### src/rtl/multicycle_control.sv
// Control unit for a multicycle LEGv8 datapath. It sequences instruction
// fetch, decode, execute, memory access and write-back over a shared
// req/ready memory. It also counts retired instructions and flags
// unsupported opcodes.
module multicycle_control #(
  parameter int CNT_W = 32
) (
  input  logic             clk,
  input  logic             reset,
  input  logic [10:0]      opcode,
  input  logic             rt_zero,
  input  logic             mem_ready,
  output logic             mem_req,
  output logic             mem_we,
  output logic             iord,
  output logic             ir_write,
  output logic             pc_write,
  output logic             pc_src,
  output logic             reg_write,
  output logic             mem_to_reg,
  output logic             alu_src_a,
  output logic [1:0]       alu_src_b,
  output logic [1:0]       alu_op,
  output logic             illegal,
  output logic [CNT_W-1:0] instr_count
);

  typedef enum logic [3:0] {
    S_FETCH   = 4'd0,
    S_DECODE  = 4'd1,
    S_ADDR    = 4'd2,
    S_MEM_RD  = 4'd3,
    S_LD_WB   = 4'd4,
    S_MEM_WR  = 4'd5,
    S_EXEC_R  = 4'd6,
    S_R_WB    = 4'd7,
    S_BRANCH  = 4'd8,
    S_ILLEGAL = 4'd9
  } state_t;

  state_t           state_reg, state_next;
  logic [CNT_W-1:0] count_reg;
  logic             illegal_reg;
  logic             retire;
  logic             is_ldur, is_stur, is_cbz, is_rtype;

  // Opcode classification; only consulted in DECODE and ADDR.
  always_comb begin
    is_ldur  = 1'b0;
    is_stur  = 1'b0;
    is_cbz   = 1'b0;
    is_rtype = 1'b0;
    casez (opcode)
      11'b11111000010: is_ldur  = 1'b1;
      11'b11111000000: is_stur  = 1'b1;
      11'b10110100???: is_cbz   = 1'b1;
      11'b10001011000,
      11'b11001011000,
      11'b10001010000,
      11'b10101010000: is_rtype = 1'b1;
      default: ;
    endcase
  end

  // State, retired count and sticky illegal flag.
  always_ff @(posedge clk) begin
    if (reset) begin
      state_reg   <= S_FETCH;
      count_reg   <= '0;
      illegal_reg <= 1'b0;
    end else begin
      state_reg <= state_next;
      if (retire)
        count_reg <= count_reg + {{(CNT_W-1){1'b0}}, 1'b1};
      if (state_next == S_ILLEGAL)
        illegal_reg <= 1'b1;
    end
  end

  // Next-state selection; memory states wait for mem_ready.
  always_comb begin
    state_next = state_reg;
    case (state_reg)
      S_FETCH:  if (mem_ready) state_next = S_DECODE;
      S_DECODE: begin
        if (is_ldur || is_stur) state_next = S_ADDR;
        else if (is_rtype)      state_next = S_EXEC_R;
        else if (is_cbz)        state_next = S_BRANCH;
        else                    state_next = S_ILLEGAL;
      end
      S_ADDR:   state_next = is_ldur ? S_MEM_RD : S_MEM_WR;
      S_MEM_RD: if (mem_ready) state_next = S_LD_WB;
      S_LD_WB:  state_next = S_FETCH;
      S_MEM_WR: if (mem_ready) state_next = S_FETCH;
      S_EXEC_R: state_next = S_R_WB;
      S_R_WB:   state_next = S_FETCH;
      S_BRANCH: state_next = S_FETCH;
      S_ILLEGAL: state_next = S_ILLEGAL;
      default:  state_next = S_FETCH;
    endcase
  end

  // Control strobes per state. The final state of each instruction
  // writes the PC and retires. Reset forces every strobe low so that an
  // in-flight memory request is dropped in the reset cycle itself.
  always_comb begin
    mem_req    = 1'b0;
    mem_we     = 1'b0;
    iord       = 1'b0;
    ir_write   = 1'b0;
    pc_write   = 1'b0;
    pc_src     = 1'b0;
    reg_write  = 1'b0;
    mem_to_reg = 1'b0;
    alu_src_a  = 1'b0;
    alu_src_b  = 2'b00;
    alu_op     = 2'b00;
    retire     = 1'b0;
    case (state_reg)
      S_FETCH: begin
        mem_req  = 1'b1;
        ir_write = mem_ready;
      end
      S_DECODE: alu_src_b = 2'b10;
      S_ADDR: begin
        alu_src_a = 1'b1;
        alu_src_b = 2'b10;
      end
      S_MEM_RD: begin
        mem_req = 1'b1;
        iord    = 1'b1;
      end
      S_LD_WB: begin
        reg_write  = 1'b1;
        mem_to_reg = 1'b1;
        pc_write   = 1'b1;
        alu_src_b  = 2'b01;
        retire     = 1'b1;
      end
      S_MEM_WR: begin
        mem_req = 1'b1;
        mem_we  = 1'b1;
        iord    = 1'b1;
        if (mem_ready) begin
          pc_write  = 1'b1;
          alu_src_b = 2'b01;
          retire    = 1'b1;
        end
      end
      S_EXEC_R: begin
        alu_src_a = 1'b1;
        alu_op    = 2'b10;
      end
      S_R_WB: begin
        reg_write = 1'b1;
        pc_write  = 1'b1;
        alu_src_b = 2'b01;
        retire    = 1'b1;
      end
      S_BRANCH: begin
        pc_write  = 1'b1;
        pc_src    = rt_zero;
        alu_src_b = 2'b01;
        retire    = 1'b1;
      end
      default: ;
    endcase
    if (reset) begin
      mem_req    = 1'b0;
      mem_we     = 1'b0;
      iord       = 1'b0;
      ir_write   = 1'b0;
      pc_write   = 1'b0;
      pc_src     = 1'b0;
      reg_write  = 1'b0;
      mem_to_reg = 1'b0;
      alu_src_a  = 1'b0;
      alu_src_b  = 2'b00;
      alu_op     = 2'b00;
      retire     = 1'b0;
    end
  end

  assign illegal     = illegal_reg;
  assign instr_count = count_reg;

endmodule

### config.mk
export PLATFORM = sky130hd
export DESIGN_NAME = multicycle_control
export DESIGN_NICKNAME = d
export VERILOG_FILES = /design/src/rtl/multicycle_control.sv
export SDC_FILE = /design/constraint.sdc
export NUM_CORES = 1
export LEC_CHECK = 0
export CAP_MARGIN = 30
export CORE_MARGIN = 10
export CORE_UTILIZATION = 52
export CTS_CLUSTER_DIAMETER = 120
export CTS_CLUSTER_SIZE = 16
export DETAILED_ROUTE_END_ITERATION = 6
export PLACE_DENSITY = 0.85
export SYNTH_ARGS = -nofsm -noshare
export SYNTH_HDL_FRONTEND = slang
export SYNTH_SLANG_ARGS = --single-unit
### constraint.sdc
create_clock -name clk -period 4 [get_ports clk]
set_clock_uncertainty 0.1 [all_clocks]
set_input_delay 0.8 -clock clk [delete_from_list [all_inputs] [get_ports clk]]
set_output_delay 0.8 -clock clk [all_outputs]
set_load 0.02 [all_outputs]
## Word level (Yosys, flattened, before mapping)

Index checks and enable logic that the tools add are counted.
W data, S select, Z words.

| cells by class | value |
|---|---|
| equality and inequality tests | 17 |
| reduce and logical (&&, ||, !) cells | 9 |
| muxes and demuxes | 36 |
| $add $sub $neg | 1 |

Operators by type and width:

| operator | count |
|---|---|
| $eq A11 B11 Y1 const B | 6 |
| $add A32 B1 Y32 const B | 1 |
| $pmux W4 S7 | 1 |
| $mux W1 | 24 |
| $mux W4 | 5 |
| $eq A4 B3 Y1 const B | 4 |
| $eq A4 B4 Y1 const B | 3 |
| $eq A4 B2 Y1 const B | 2 |
| $eq A8 B8 Y1 const B | 1 |
| $reduce_or A2 Y1 | 4 |
| $mux W2 | 3 |
| $pmux W2 S3 | 1 |
| $reduce_or A3 Y1 | 2 |
| $eq A4 B1 Y1 const B | 1 |
| $logic_not A4 Y1 | 1 |
| $reduce_or A4 Y1 | 1 |
| $mux W3 | 1 |
| $pmux W1 S2 | 1 |
| $logic_or A1 B1 Y1 | 1 |

| word-level totals | value |
|---|---|
| output and inout bits | 46 |
| bits in registers | 37 |
| word-level logic and storage cells | 66 |

## Longest topological paths before layout

| depth | value |
|---|---|
| depth after elaboration | 7 |
| gate-level depth with buffers | 8 |
| mapped depth without buffers | 6 |

## Least setup slack after synthesis

Ideal clock, no wire load.

| timing path | value |
|---|---|
| path kind | input-to-output |
| start | input port reset |
| end | output port alu_src_b[1] |
| slack | 0.838 ns |
| path buffers | 2 |
| data required time | 3.100 ns |
| stages | 3 |
| data arrival time | 2.262 ns |
| cell sequence | clkbuf_1 > buf_4 > a2111oi_0 |

| between the ends | value |
|---|---|
| longest elaborated chain between the ends | 1 |

RTL lines:

| item | RTL line | text |
|---|---|---|
| start, declared | 9 | `input logic reset,` |
| $mux W2 | 168 | `if (reset) begin` |
| end, declared | 22 | `output logic [1:0] alu_src_b,` |

Every way passes these cells.

## Worst setup path in the final report

| timing path | value |
|---|---|
| start | input port mem_ready |
| end | output port alu_src_b[0] |

| between the ends | value |
|---|---|
| longest elaborated chain between the ends | 3 |

RTL lines:

| item | RTL line | text |
|---|---|---|
| start, declared | 12 | `input logic mem_ready,` |
| $mux W1 | 144 | `if (mem_ready) begin` |
| $pmux W2 S3 | 119 | `case (state_reg)` |
| $mux W2 | 168 |  |

Every way passes these cells.

==> impl_metrics.yaml <==
status:
  status: "finished clean"
logic_synthesis:
  synth_most_common_cell: "nor2_1"
  synth_warnings: 0
  synth_ff_type: "dfxtp_1"
  ys_seq_area_frac: 0.331
  avgSynthCellArea_um2: 8.46
  synth_top_area_cell: "dfxtp_1"
  synth_area_leaders: "dfxtp_1 33%, xnor2_1 9.8%, nor2_1 6.6%"
  synth_top_area_frac: 0.331
  synth_common_cells: "39 x nor2_1, 37 x dfxtp_1, 25 x xnor2_1"
  synthArstFlopShare: 0
  synth_cell_type_count: 55
  syn_nets: 280
  syn_inst: 264
  synthesis.area_um2: 2230
  synth_edf_count: 0
  ys_ff_latch: 37
drt:
  vias_per_cell: 5.65
  drt-total-wl_um: 6020
  drtIter0Drc: 138
  drc: 0
  wl_per_cell_um: 16.5
  via_count: 2063
  ant_nets: 0
  drt_pass1_iterations: 4
pwr:
  pwr-share-clk: 0.428
  combinationalPowerShare: 0.107
  intPower_uw: 612
  cellPowerDensity_nw_per_um2: 281
  seqPwrFrac: 0.466
  peakVddDrop_v: 0.000252
  power_switching_uw: 207
  leakagePower_uw: 0.000921
  switching_share: 0.252
grt:
  grt_start_max_net_pins: 39
  antenna_found_initial: 0
  grt_usage: 0.166
  overflow: 0
  grt_pass1_vias: 2015
  grt_pass1_wl_um: 9890
place:
  dp_cells: 357
  dpl_cell_area_um2: 2790
  routabilityCongestion: 0.815
  dpl.hpwl_um: 4230
  port_buffers: 59
clocking:
  root_buffer: "clkbuf_8"
  hold_buffers: 0
  cts.path.max_buffers: 2
  cts_tree: "built"
  cts_max_level: 2
  clk_pin_slew_ns: 0.07
  tritoncts.num_buffers: 5
  post_cts_buffers: 0
  cts_resized: 0
  cts_sinks: 37
  clk_latency_ns: 0.30
cells_and_area:
  layout.nets: 330
  layout.cells.non_filler: 365
  fin_util: 0.713
  n_antenna_cell: 0
  postLayoutCellArea_um2: 2910
  syn2layout_area_growth_pct: 30.4
  drive_above_1_share: 0.108
  largest_reg_flops: 32
floorplan:
  design.core.area_um2: 4090
  die_w_um: 85.6
  fp-row-count: 23
  initial_utilization: 0.547
  dieHeight_um: 85.6
  die-area_um2: 7320
  io_pins: 61
timing:
  tightest_slew_ns: 0.733
  hold_violations: 0
  period_minus_slack_ns: 3.62
  slew_headroom: 0.504
  fin_crit_sh: 0.904
  finalSetupTns_ns: 0
  final_max_slew_viol_count: 0
  final-setup-viol-count: 0
  fmax_mhz: 277
  rsz0062_at_grt: "false"
setup_path:
  path_class: "in -> out"
  worstPathArrival_ns: 2.72
  end_kind: "output port"
  cp-start-kind: "primary input"
  crit_path_max_fanout: 7
  worstPathRequired_ns: 3.10
job:
  maxCapViolCount: 0
hold_path:
  hold_path.class: "reg -> reg"
==> power groups by stage <==
stage	sequential (µW)	combinational [µW]	clock, µW
global placement	389	84.5	0
global route	382	94.1	369
finish	381	87.3	350
detailed placement	389	86.7	0
floorplan	387	53.3	0
CTS	381	87.3	356
==> placed cells by master, fill, tap and decap left out, types with 2 or more instances in the layout <==
cell	netlist	routed
xnor2_1	25	25
o21ai_0	6	6
nor4b_2	3	3
inv_1	4	4
nand4_1	6	6
xor2_1	2	2
mux2i_1	2	2
buf_4	5	2
nor2b_1	6	6
nor2_1	39	39
nor4_1	7	7
or3_1	3	3
nor3b_1	3	3
and4_1	3	3
a21oi_1	9	9
nand2b_1	2	2
nand2_1	22	22
and3_1	2	2
or2_2	4	4
clkbuf_8	0	6
clkdlybuf4s50_1	0	59
o21a_1	2	2
nand3_1	9	9
nor4_4	3	3
nor4_2	6	6
nor3_1	15	15
dfxtp_1	37	37
a31oi_1	3	3
==> critical path, stage by stage <==
cell and delay [ns]:
clkdlybuf4s50_1 0.50, or3b_2 0.51, a41oi_4 0.28, nor2_1 0.07, clkdlybuf4s50_1 0.56
==> stage by stage <==
step / setup slack, ns / total power (µW) / hold slack [ns]
floorplan: 0.838 / 440 / 0.435
global placement: 0.396 / 474 / 0.339
detailed placement: 0.389 / 476 / 0.384
CTS: 0.388 / 825 / 0.410
global route: 0.302 / 845 / 0.433
finish: 0.385 / 819 / 0.414
==> per-layer routing <==
metal | wire length (µm) | vias to the layer above | track usage
met4 | 142 | 0 | 0.0853
met3 | 413 | 9 | 0.0653
met5 | 0 | - | 0
li1 | - | 1038 | -
met2 | 2930 | 45 | 0.269
met1 | 2530 | 971 | 0.183
==> cell type report <==
cell class	instances	area [µm²]
clock buffers	6	82.6
well taps	50	62.6
multi-input cells	205	1370
flip-flops and latches	37	741
clock inverters	2	37.5
inverters	4	15.0
fillers	339	1170
repair buffers	61	606
==> path summary, 6_finish.rpt <==
path	startpoint	endpoint	slack [ns]	cells after the start
worst max register to register	state_reg[3]	instr_count[31]	1.46	6
worst min register to register	instr_count[4]	instr_count[4]	0.41	2
worst max-delay path	mem_ready	alu_src_b[0]	0.38	5
worst min-delay path	instr_count[4]	instr_count[4]	0.41	2
==> cell families (layout without fill, tap and decap cells) <==
| family | Yosys count | after routing | share of synthesized area |
|---|---|---|---|
| compound gates | 29 | 29 | 0.0902 |
| xor+xnor | 27 | 27 | 0.106 |
| fa+ha+maj | 1 | 1 | 0.00560 |
| buf+inv | 22 | 73 | 0.0554 |
| flops | 37 | 37 | 0.331 |
| mux | 3 | 3 | 0.0140 |
| other cells | 1 | 1 | 0.00168 |
| simple gates | 144 | 144 | 0.396 |
Note: power is estimated with default switching activity, not from simulation.
==> edit, RTL diff (config.mk and constraints unchanged) <==
The parameter `CNT_W` goes from 32 to 64.
--- a/src/rtl/multicycle_control.sv
+++ b/src/rtl/multicycle_control.sv
@@ -3,7 +3,7 @@
 // req/ready memory. It also counts retired instructions and flags
 // unsupported opcodes.
 module multicycle_control #(
-  parameter int CNT_W = 32
+  parameter int CNT_W = 64
 ) (
   input  logic             clk,
   input  logic             reset,
Ports: changed (resized instr_count); port bits go from 61 to 93. The function was not compared with the original's and may differ.
==> edit against the unedited design <==
Non-clock buffer count up 34. Register-to-register slack worse by 280 ps. Worst setup slack gained 110 ps. Sequential share of layout area up 2.3 points. Worst hold slack got worse by 22 ps. Synthesized area up 72%. Sequential cell count up 32. Final area rose by 71%. Power increased by 67%. Routed wire length grew 81%. Critical endpoint is now pc_write. Highest routed layer unchanged.
==> edit: results (changes against the unedited design) <==
- Signal buffers: 95 (was 61)
- Layout Area Growth over Synthesis: 29.4% (was 30.4%)
- Post-DP HPWL: 7920 um (was 4230 um)
- Count leader, synth: dfxtp_1 (was nor2_1)
- Worst slew margin: 44.9% (was 50.4%)
- Clk_lat worst skew: 340 ps (was 300 ps)
- Cell Area, Placed: 4790 um2 (was 2790 um2)
- Power after layout: 1360 uW (was 819 uW)
- Core Box Area: 7210 um2 (was 4090 um2)
- Status: complete, no violations (unchanged)
- Proportion of layout cells with a drive suffix above 1: 8.01% (was 10.8%)
- CTS Buf Count: 9 (was 5)
- Buffers on Ports: 91 (was 59)
- First-pass GRT wire length: 17900 um (was 9890 um)
- Largest net degree at the start of global routing: 65 (was 39)
- Synth area leaders: dfxtp_1 36%, a21oi_1 6.4%, xor2_1 4.3% (was dfxtp_1 33%, xnor2_1 9.8%, nor2_1 6.6%)
- NetSw: 325 uW (was 207 uW)
- Vias/cell: 6.11 (was 5.65)
- Fraction of area in registers: 27.7% (was 25.4%)
- Fill count: 609 (was 339)
- Comb pwr: 101 uW (was 87.3 uW)
- Syn_area_per_cell: 8.30 um2 (was 8.46 um2)
- Routed wl met3: 864 um (was 413 um)
- Logic inverters: 6 (was 4)
- WP data arrival: 2610 ps (was 2720 ps)
- ClkCell Share: 3.87% (was 4.12%)
- Nets: 560 (was 330)
- CP max stage delay: 630 ps (was 560 ps)
- Post-Syn Nets: 480 (was 280)
- Tot GR Track Use: 18.5% (was 16.6%)
- Signal buffers share of area: 19.0% (was 20.8%)
- Routed WL: 10900 um (was 6020 um)
- DRT Pass-1 Iters: 5 (was 4)
- DRT iter0 DRCs: 203 (was 138)
- Multi-input gate share of the layout cell area: 46.4% (was 47.0%)
- RD Place Congestion: 0.822 (was 0.815)
- Power Clock: 560 uW (was 350 uW)
- GR Util met2: 30.7% (was 26.9%)
- Wire per inst: 16.8 um (was 16.5 um)
- Layout sequential cell count: 69 (was 37)
- Met3 Usage GRT: 5.62% (was 6.53%)
- Htree depth: 3 (was 2)
- Met1 WL: 4410 um (was 2530 um)
- Routed wl met2: 5470 um (was 2930 um)
- Vias in the first global route: 3673 (was 2015)
-- edit: worst max-delay path: cells and delay by family --
family                 cells  cell delay [ps]
buffers and inverters      2             1250
AND/OR/NAND/NOR            4              570
-- edit: worst paths after layout --
check                               startpoint                            to  slack (ps)  cells past startpoint
setup / recovery                     mem_ready                      pc_write         490                      6
hold reg to reg   instr_count[63]$_SDFFE_PP0P_  instr_count[63]$_SDFFE_PP0P_         390                      2
setup reg to reg   instr_count[0]$_SDFFE_PP0P_  instr_count[46]$_SDFFE_PP0P_        1180                      6
hold / removal    instr_count[63]$_SDFFE_PP0P_  instr_count[63]$_SDFFE_PP0P_         390                      2
-- edit: cells by family (layout without fill, tap and decap cells) --
family,count (synthesis),count (layout),share of synthesized area [%]
AOI/OAI and AO/OA,129,129,21.3
xor gates and xnor gates,21,21,4.78
adders and majority gates,1,1,0.325
buffers and inverters,32,117,4.03
DFF,69,69,35.9
muxes,1,1,0.292
other,1,1,0.0974
and+or+nand+nor,210,210,33.3
